===== config.mk =====
export PLATFORM = sky130hd
export DESIGN_NAME = issue_ctrl
export DESIGN_NICKNAME = d
export VERILOG_FILES = /design/src/rtl/issue_ctrl_pkg.sv /design/src/rtl/issue_ctrl_dec.sv /design/src/rtl/issue_ctrl.sv
export SDC_FILE = /design/constraint.sdc
export NUM_CORES = 1
export LEC_CHECK = 0
export ABC_AREA = 1
export CAP_MARGIN = 20
export CORE_MARGIN = 2
export CORE_UTILIZATION = 39
export DETAILED_ROUTE_END_ITERATION = 8
export GPL_TIMING_DRIVEN = 0
export PLACE_DENSITY = 0.79
export REMOVE_ABC_BUFFERS = 1
export SLEW_MARGIN = 20
export SYNTH_ARGS = -nofsm -noshare
export SYNTH_HDL_FRONTEND = slang
export SYNTH_SLANG_ARGS = --single-unit

===== constraint.sdc =====
create_clock -name clk -period 2.39 [get_ports clk]
set_input_delay 0.478 -clock clk [delete_from_list [all_inputs] [get_ports clk]]
set_output_delay 0.478 -clock clk [all_outputs]
set_load 0.03 [all_outputs]

===== src/rtl/issue_ctrl_pkg.sv =====
// Shared definitions for the issue stage: opnum encodings, opcode
// fields, operand bundle and common constants.
package issue_ctrl_pkg;

    localparam int ROB_W   = 4;
    localparam int OPNUM_W = 6;

    localparam logic       TRUE     = 1'b1;
    localparam logic       FALSE    = 1'b0;
    localparam logic [4:0] ZERO_REG = 5'd0;

    localparam logic [6:0] OPC_LUI   = 7'b0110111;
    localparam logic [6:0] OPC_AUIPC = 7'b0010111;
    localparam logic [6:0] OPC_JAL   = 7'b1101111;
    localparam logic [6:0] OPC_JALR  = 7'b1100111;
    localparam logic [6:0] OPC_BR    = 7'b1100011;
    localparam logic [6:0] OPC_LOAD  = 7'b0000011;
    localparam logic [6:0] OPC_STORE = 7'b0100011;
    localparam logic [6:0] OPC_OPIMM = 7'b0010011;
    localparam logic [6:0] OPC_OP    = 7'b0110011;

    typedef enum logic [OPNUM_W-1:0] {
        OP_NULL, OP_LUI, OP_AUIPC, OP_JAL, OP_JALR,
        OP_BEQ, OP_BNE, OP_BLT, OP_BGE, OP_BLTU, OP_BGEU,
        OP_LB, OP_LH, OP_LW, OP_LBU, OP_LHU,
        OP_SB, OP_SH, OP_SW,
        OP_ADDI, OP_SLTI, OP_SLTIU, OP_XORI, OP_ORI, OP_ANDI,
        OP_SLLI, OP_SRLI, OP_SRAI,
        OP_ADD, OP_SUB, OP_SLL, OP_SLT, OP_SLTU,
        OP_XOR, OP_SRL, OP_SRA, OP_OR, OP_AND
    } opnum_e;

    localparam opnum_e OPNUM_NULL = OP_NULL;

    typedef struct packed {
        logic [31:0]      v;
        logic [ROB_W-1:0] q;
        logic             qv;
    } opnd_t;

endpackage


===== src/rtl/issue_ctrl_dec.sv =====
// RV32I instruction decoder: opnum, register fields, immediate and
// the operand-usage / class flags the issue stage needs.
module issue_ctrl_dec
    import issue_ctrl_pkg::*;
(
    input  logic [31:0] inst,
    output opnum_e      opnum,
    output logic [4:0]  rd,
    output logic [4:0]  rs1,
    output logic [4:0]  rs2,
    output logic [31:0] imm,
    output logic        use1,
    output logic        use2,
    output logic        is_ls,
    output logic        is_jump,
    output logic        wr_rd
);

    logic [6:0] opc;
    logic [2:0] f3;
    logic [6:0] f7;
    logic [31:0] imm_i, imm_s, imm_b, imm_u, imm_j;

    assign opc = inst[6:0];
    assign f3  = inst[14:12];
    assign f7  = inst[31:25];
    assign rd  = inst[11:7];
    assign rs1 = inst[19:15];
    assign rs2 = inst[24:20];

    assign imm_i = {{20{inst[31]}}, inst[31:20]};
    assign imm_s = {{20{inst[31]}}, inst[31:25], inst[11:7]};
    assign imm_b = {{19{inst[31]}}, inst[31], inst[7],
                    inst[30:25], inst[11:8], 1'b0};
    assign imm_u = {inst[31:12], 12'b0};
    assign imm_j = {{11{inst[31]}}, inst[31], inst[19:12],
                    inst[20], inst[30:21], 1'b0};

    always_comb begin
        opnum   = OP_NULL;
        imm     = '0;
        use1    = FALSE;
        use2    = FALSE;
        is_ls   = FALSE;
        is_jump = FALSE;
        wr_rd   = FALSE;
        unique case (opc)
            OPC_LUI: begin
                opnum = OP_LUI;
                imm   = imm_u;
                wr_rd = TRUE;
            end
            OPC_AUIPC: begin
                opnum = OP_AUIPC;
                imm   = imm_u;
                wr_rd = TRUE;
            end
            OPC_JAL: begin
                opnum   = OP_JAL;
                imm     = imm_j;
                is_jump = TRUE;
                wr_rd   = TRUE;
            end
            OPC_JALR: begin
                if (f3 == 3'b000) opnum = OP_JALR;
                imm     = imm_i;
                use1    = TRUE;
                is_jump = TRUE;
                wr_rd   = TRUE;
            end
            OPC_BR: begin
                case (f3)
                    3'b000:  opnum = OP_BEQ;
                    3'b001:  opnum = OP_BNE;
                    3'b100:  opnum = OP_BLT;
                    3'b101:  opnum = OP_BGE;
                    3'b110:  opnum = OP_BLTU;
                    3'b111:  opnum = OP_BGEU;
                    default: opnum = OP_NULL;
                endcase
                imm     = imm_b;
                use1    = TRUE;
                use2    = TRUE;
                is_jump = TRUE;
            end
            OPC_LOAD: begin
                case (f3)
                    3'b000:  opnum = OP_LB;
                    3'b001:  opnum = OP_LH;
                    3'b010:  opnum = OP_LW;
                    3'b100:  opnum = OP_LBU;
                    3'b101:  opnum = OP_LHU;
                    default: opnum = OP_NULL;
                endcase
                imm   = imm_i;
                use1  = TRUE;
                is_ls = TRUE;
                wr_rd = TRUE;
            end
            OPC_STORE: begin
                case (f3)
                    3'b000:  opnum = OP_SB;
                    3'b001:  opnum = OP_SH;
                    3'b010:  opnum = OP_SW;
                    default: opnum = OP_NULL;
                endcase
                imm   = imm_s;
                use1  = TRUE;
                use2  = TRUE;
                is_ls = TRUE;
            end
            OPC_OPIMM: begin
                imm   = imm_i;
                use1  = TRUE;
                wr_rd = TRUE;
                case (f3)
                    3'b000: opnum = OP_ADDI;
                    3'b010: opnum = OP_SLTI;
                    3'b011: opnum = OP_SLTIU;
                    3'b100: opnum = OP_XORI;
                    3'b110: opnum = OP_ORI;
                    3'b111: opnum = OP_ANDI;
                    3'b001: begin
                        imm = {27'b0, inst[24:20]};
                        if (f7 == 7'b0000000) opnum = OP_SLLI;
                    end
                    default: begin
                        imm = {27'b0, inst[24:20]};
                        if (f7 == 7'b0000000) opnum = OP_SRLI;
                        else if (f7 == 7'b0100000) opnum = OP_SRAI;
                    end
                endcase
            end
            OPC_OP: begin
                use1  = TRUE;
                use2  = TRUE;
                wr_rd = TRUE;
                if (f7 == 7'b0000000 || f7 == 7'b0100000) begin
                    case ({f7[5], f3})
                        4'b0000: opnum = OP_ADD;
                        4'b1000: opnum = OP_SUB;
                        4'b0001: opnum = OP_SLL;
                        4'b0010: opnum = OP_SLT;
                        4'b0011: opnum = OP_SLTU;
                        4'b0100: opnum = OP_XOR;
                        4'b0101: opnum = OP_SRL;
                        4'b1101: opnum = OP_SRA;
                        4'b0110: opnum = OP_OR;
                        4'b0111: opnum = OP_AND;
                        default: opnum = OP_NULL;
                    endcase
                end
            end
            default: opnum = OP_NULL;
        endcase
    end

endmodule


===== src/rtl/issue_ctrl.sv =====
// Issue stage: latches the queue head, renames its operands and
// dispatches a registered packet to ROB plus RS or LSB.
module issue_ctrl
    import issue_ctrl_pkg::*;
(
    input  logic               clk,
    input  logic               rst,
    input  logic               rdy,
    input  logic               rollback,
    input  logic               iq_valid,
    input  logic [31:0]        iq_inst,
    input  logic [31:0]        iq_pc,
    input  logic               iq_pred_jump,
    output logic               iq_pop,
    input  logic               rob_full,
    input  logic               rs_full,
    input  logic               lsb_full,
    input  logic [ROB_W-1:0]   rob_free_tag,
    output logic [4:0]         rf_rs1,
    output logic [4:0]         rf_rs2,
    input  logic               rf_busy1,
    input  logic               rf_busy2,
    input  logic [ROB_W-1:0]   rf_tag1,
    input  logic [ROB_W-1:0]   rf_tag2,
    input  logic [31:0]        rf_val1,
    input  logic [31:0]        rf_val2,
    output logic [ROB_W-1:0]   rob_q1_tag,
    output logic [ROB_W-1:0]   rob_q2_tag,
    input  logic               rob_q1_ready,
    input  logic               rob_q2_ready,
    input  logic [31:0]        rob_q1_val,
    input  logic [31:0]        rob_q2_val,
    input  logic               cdb_valid,
    input  logic [ROB_W-1:0]   cdb_tag,
    input  logic [31:0]        cdb_val,
    output logic               rob_alloc,
    output logic               rs_dispatch,
    output logic               lsb_dispatch,
    output logic [OPNUM_W-1:0] d_opnum,
    output logic [4:0]         d_rd,
    output logic [ROB_W-1:0]   d_tag,
    output logic [31:0]        d_pc,
    output logic [31:0]        d_imm,
    output logic               d_pred_jump,
    output logic               d_is_jump,
    output logic [31:0]        d_v1,
    output logic [31:0]        d_v2,
    output logic [ROB_W-1:0]   d_q1,
    output logic [ROB_W-1:0]   d_q2,
    output logic               d_q1_valid,
    output logic               d_q2_valid,
    output logic               rf_rename_en,
    output logic [4:0]         rf_rename_rd,
    output logic [ROB_W-1:0]   rf_rename_tag
);

    typedef enum logic {ST_EMPTY, ST_HELD} st_e;

    st_e         state, state_n;
    logic [31:0] inst_q, inst_n;
    logic [31:0] pc_q, pc_n;
    logic        pred_q, pred_n;

    logic        alloc_q, rs_q, lsb_q, ren_q;

    opnum_e      dec_op;
    logic [4:0]  dec_rd, dec_rs1, dec_rs2;
    logic [31:0] dec_imm;
    logic        dec_use1, dec_use2, dec_ls, dec_jump, dec_wr;

    logic        held, live, go, drop;
    opnd_t       op1, op2;

    issue_ctrl_dec u_dec (
        .inst    (inst_q),
        .opnum   (dec_op),
        .rd      (dec_rd),
        .rs1     (dec_rs1),
        .rs2     (dec_rs2),
        .imm     (dec_imm),
        .use1    (dec_use1),
        .use2    (dec_use2),
        .is_ls   (dec_ls),
        .is_jump (dec_jump),
        .wr_rd   (dec_wr)
    );

    function automatic opnd_t resolve(
        input logic             used,
        input logic [4:0]       idx,
        input logic             busy,
        input logic [ROB_W-1:0] tag,
        input logic [31:0]      rval,
        input logic             rob_rdy,
        input logic [31:0]      rob_val,
        input logic             cv,
        input logic [ROB_W-1:0] ct,
        input logic [31:0]      cval
    );
        opnd_t r;
        r = '0;
        if (!used || idx == ZERO_REG) r = '0;
        else if (!busy) r.v = rval;
        else if (rob_rdy) r.v = rob_val;
        else if (cv && ct == tag) r.v = cval;
        else begin
            r.q  = tag;
            r.qv = TRUE;
        end
        return r;
    endfunction

    assign rf_rs1     = dec_rs1;
    assign rf_rs2     = dec_rs2;
    assign rob_q1_tag = rf_tag1;
    assign rob_q2_tag = rf_tag2;

    // Strobe registers freeze with rdy low; the outputs are masked meanwhile.
    assign rob_alloc    = alloc_q & rdy;
    assign rs_dispatch  = rs_q & rdy;
    assign lsb_dispatch = lsb_q & rdy;
    assign rf_rename_en = ren_q & rdy;

    always_comb begin
        held = (state == ST_HELD);
        live = rdy & ~rollback & ~rst;
        drop = held & (dec_op == OPNUM_NULL);
        go   = held & (dec_op != OPNUM_NULL) & ~rob_full
             & (dec_ls ? ~lsb_full : ~rs_full);
        iq_pop = live & iq_valid & (~held | go | drop);

        op1 = resolve(dec_use1, dec_rs1, rf_busy1, rf_tag1, rf_val1,
                      rob_q1_ready, rob_q1_val,
                      cdb_valid, cdb_tag, cdb_val);
        op2 = resolve(dec_use2, dec_rs2, rf_busy2, rf_tag2, rf_val2,
                      rob_q2_ready, rob_q2_val,
                      cdb_valid, cdb_tag, cdb_val);

        state_n = state;
        inst_n  = inst_q;
        pc_n    = pc_q;
        pred_n  = pred_q;
        if (iq_pop) begin
            state_n = ST_HELD;
            inst_n  = iq_inst;
            pc_n    = iq_pc;
            pred_n  = iq_pred_jump;
        end else if (go | drop) begin
            state_n = ST_EMPTY;
        end
    end

    always_ff @(posedge clk) begin
        if (rst || (rdy && rollback)) begin
            state         <= ST_EMPTY;
            inst_q        <= '0;
            pc_q          <= '0;
            pred_q        <= 1'b0;
            alloc_q       <= 1'b0;
            rs_q          <= 1'b0;
            lsb_q         <= 1'b0;
            ren_q         <= 1'b0;
            d_opnum       <= '0;
            d_rd          <= '0;
            d_tag         <= '0;
            d_pc          <= '0;
            d_imm         <= '0;
            d_pred_jump   <= 1'b0;
            d_is_jump     <= 1'b0;
            d_v1          <= '0;
            d_v2          <= '0;
            d_q1          <= '0;
            d_q2          <= '0;
            d_q1_valid    <= 1'b0;
            d_q2_valid    <= 1'b0;
            rf_rename_rd  <= '0;
            rf_rename_tag <= '0;
        end else if (rdy) begin
            state   <= state_n;
            inst_q  <= inst_n;
            pc_q    <= pc_n;
            pred_q  <= pred_n;
            alloc_q <= go;
            rs_q    <= go & ~dec_ls;
            lsb_q   <= go & dec_ls;
            ren_q   <= go & dec_wr & (dec_rd != ZERO_REG);
            if (go) begin
                d_opnum       <= dec_op;
                d_rd          <= dec_rd;
                d_tag         <= rob_free_tag;
                d_pc          <= pc_q;
                d_imm         <= dec_imm;
                d_pred_jump   <= pred_q;
                d_is_jump     <= dec_jump;
                d_v1          <= op1.v;
                d_v2          <= op2.v;
                d_q1          <= op1.q;
                d_q2          <= op2.q;
                d_q1_valid    <= op1.qv;
                d_q2_valid    <= op2.qv;
                rf_rename_rd  <= dec_rd;
                rf_rename_tag <= rob_free_tag;
            end
        end
    end

endmodule


==> results_dict.tcl <==
set metrics [dict create \
    worstSetupPathType "flop to output pin" \
    fin_ws_ns -0.395 \
    drc_errors 0 \
    synth-seq-area-share_pct 42.7 \
    antenna_found_initial 18 \
    finClkSkew_ns 0.0194 \
    clock_latency_ns 0.56 \
    cp_slowest_cell "dfxtp_4" \
    synth_edf_count 0 \
    placement_rows 60 \
    hp-class "primary input to flop" \
    cts_buffers 26 \
    io_pins 441 \
    dp_hpwl_um 31900 \
    path_cells "nor2_1, o211ai_1, nand2_1, inv_1, nand3_1, nor2_2, nand3_4, nand3_4, nand2_8, inv_16, buf_8" \
    routed-wl-met2_um 25300 \
    maxCapViolations 0 \
    cts_tree "built" \
    totalWireLength_um 55100 \
    slew_headroom_pct 29.8 \
    slew_violations 0 \
    root_buffer "clkbuf_16" \
    syn_inst 1522 \
    met3WireLength_um 5990 \
    die_h_um 170 \
    die-area_mm2 0.0290 \
    final_cell_area_mm2 0.0186 \
    postSynthAreaPerCell_um2 7.08 \
    gr-total-overflow 0 \
    cp.buffers_inverters 3 \
    seq_area_mm2 0.00464 \
    multiInputGateArea_mm2 0.00612 \
    worst_pin_slew_ns 1.05 \
    grt_start_max_net_pins 46 \
    start_util_pct 39.9 \
    core_mm2 0.0270 \
    min_period_over_period_pct 117 \
    firstDrtPassIters 6 \
    hold_path_depth 3 \
    finalHoldViolCount 0 \
    postSynth.asyncResetShare_pct 0 \
    ys.flop_type "dfxtp_1" \
    ys.warnings.count 0 \
    crit_family "simple AND/OR/NAND/NOR gates" \
    gr-usage-all-layers_pct 33.3 \
    gp_congestion 0.921 \
    grt_pass1_vias 12456 \
    setup_viol 165 \
    start_kind "flop" \
    port_buffers 440 \
    numClockSinks 230 \
    fmaxAchievable_mhz 359 \
    grt_pass1_wl_um 73600 \
    route.detailed.wl_per_inst_um 23.4 \
    synth_seq_cells 230 \
    end_kind "output pin" \
    m1WireLength_um 20100 \
    synth_cell_types 39 \
    violations "negative setup slack" \
    critPathRequiredTime_ns 1.91 \
    cpPeakStageDelay_ns 0.43 \
    crit_arrival_ns 2.31 \
    power_density_mw_per_mm2 483 \
    drtIter0Drc 1321 \
    vias 13726 \
    synth_area_mm2 0.0108 \
    irDropWorstVdd_mv 0.517 \
    hold_ws_ns 0.374 \
    area_growth_pct 73.0 \
    topRoutingLayerUsed "met5" \
    layout-drive-gt1-share_pct 20.3 \
    nFillCells 2080 \
    clk_path_buf_depth 3 \
    fin_crit_ns 2.79 \
    critical_path_depth 11 \
    critical_path.most_common_cell "nand3_4" \
    holdBufCountCts 0 \
    reg2regPathDepth 20 \
    status "complete, but fails checks" \
    dpl_cell_area_mm2 0.0153 \
    die-width_um 170 \
    viasPerCell 5.82 \
    path_max_fanout 7 \
    htreeDepth 1 \
    rsz0062_at_grt "yes" \
    cellLeakagePower_uw 0.00697 \
    antenna_left 0 \
    final_nets 2236 \
    power.total_uw 9020 \
    clk_pin_slew_ns 0.06 \
]
path summary, 6_finish.rpt:
path / startpoint / slack, ns / endpoint
hold / removal: rf_tag2[1] / 0.37 / d_q2[1]
setup reg to reg: inst_q[3] / -0.35 / flop
setup / recovery: inst_q[14] / -0.40 / iq_pop
hold reg to reg: d_v1[25] / 0.45 / d_v1[25]
final cells by class:
| cell class | instances | area share [%] |
|---|---|---|
| tap | 341 | 2.29 |
| timing repair buffer | 549 | 32.2 |
| clock buffer | 36 | 3.96 |
| inverter | 74 | 1.77 |
| sequential | 230 | 24.9 |
| clock inverter | 12 | 0.631 |
| multi-input combinational | 1083 | 32.8 |
| timing repair inverter | 13 | 1.21 |
| antenna | 19 | 0.255 |
sequential cells by signal, indices dropped and copies added, names as in the netlist, named ones only:
signal / flops
d_imm: 32
d_pc: 32
d_v1: 32
d_v2: 32
inst_q: 32
pc_q: 32
d_opnum: 6
rf_rename_rd: 5
d_q1: 4
d_q2: 4
rf_rename_tag: 4
alloc_q: 1
d_is_jump: 1
d_pred_jump: 1
d_q1_valid: 1
d_q2_valid: 1
held: 1
lsb_q: 1
pred_q: 1
ren_q: 1
rs_q: 1
layer usage:
metal  GRT usage [%]  vias up
met3            9.51      249
met4            19.8        2
met1            38.3     6463
li1                -     6071
met2            55.2      941
met5               0        -
worst register-to-register path, cell delays in order (launching register included):
cell      delay, ns
dfxtp_4        0.37
inv_4          0.06
nand2_2        0.06
nor2_4         0.20
o211ai_1       0.18
nand2_1        0.10
inv_1          0.07
nand3_1        0.10
nor2_2         0.06
nand3_4        0.09
nand3_4        0.10
nand2_8        0.16
buf_6          0.16
nor2_4         0.05
nor3_2         0.17
buf_4          0.19
ha_1           0.16
nand4_1        0.16
nand2_1        0.11
nand2_1        0.05
nand2_1        0.06
through the flow:
step / util, % / TNS [ns] / cells / worst slack [ns]
3_5_place_dp: 56.7 / -229.76 / 2184 / -2.41
6_report: 69.0 / -27.23 / 2357 / -0.395
5_1_grt: 69.0 / -43.52 / 2355 / -0.495
3_3_place_gp: 55.1 / -2147.12 / 2162 / -13.22
4_1_cts: 62.8 / -14.13 / 2281 / -0.389
2_1_floorplan: - / -868.89 / 1381 / -5.84
placed cells by master, fill, tap and decap left out, types with 40 or more instances in the layout:
| master | instances |
|---|---|
| clkdlybuf4s50_1 | 433 |
| nor2_1 | 257 |
| dfxtp_1 | 218 |
| nand2_1 | 155 |
| a21oi_1 | 145 |
| o21ai_0 | 104 |
| nand3_1 | 81 |
| o21ai_2 | 59 |
| o211ai_1 | 51 |
| inv_1 | 50 |
| buf_4 | 44 |
| a21oi_2 | 41 |
| o21ai_1 | 40 |
Yosys cell counts, types with 2 or more instances:
library cell	count	area share [%]
a22oi_1	8	0.56
o22ai_1	4	0.23
a21oi_1	187	8.7
o21ai_1	2	0.093
nand2_1	171	6.0
o211ai_1	51	3.6
nand2_2	5	0.29
clkbuf_1	67	2.3
nand3_2	3	0.28
buf_1	6	0.21
a31oi_1	3	0.17
xnor2_1	2	0.16
nor3_1	6	0.28
nand4_1	4	0.23
inv_1	64	2.2
nor2_1	286	10
dfxtp_1	230	43
nor4_1	5	0.29
inv_2	9	0.31
buf_4	33	2.3
nand3b_1	2	0.14
nand3_1	90	4.2
nor2_2	7	0.41
ha_1	5	0.58
nor2_4	2	0.21
nand3_4	2	0.33
o21ai_0	210	9.8
buf_6	3	0.31
a211oi_1	14	0.98
buf_2	32	1.5
power breakdown:
group	internal [uW]	switching [uW]	total [uW]	leakage, uW
clock network	2280	1740	4020	0.000416
logic	564	542	1110	0.00470
registers	3860	32.2	3890	0.00186
total	6700	2310	9020	0.00697
what timing repair did:
| action | 4_1_cts | 5_1_grt |
|---|---|---|
| endpoints found under the setup margin | 232 | 223 |
| pin swaps | 31 | 38 |
| gates resized for setup | 91 | 343 |
| cloned | 16 | 21 |
| buffers inserted | 33 | 38 |
cells by family after synthesis:
| kind of cell | Yosys count | share of synthesized area [%] |
|---|---|---|
| simple gates | 587 | 23.0 |
| xor+xnor | 3 | 0.244 |
| fa+ha+maj | 5 | 0.580 |
| buf+inv | 215 | 9.22 |
| compound gates | 482 | 24.3 |
| flops | 230 | 42.7 |
(Power assumes the default switching activity.)
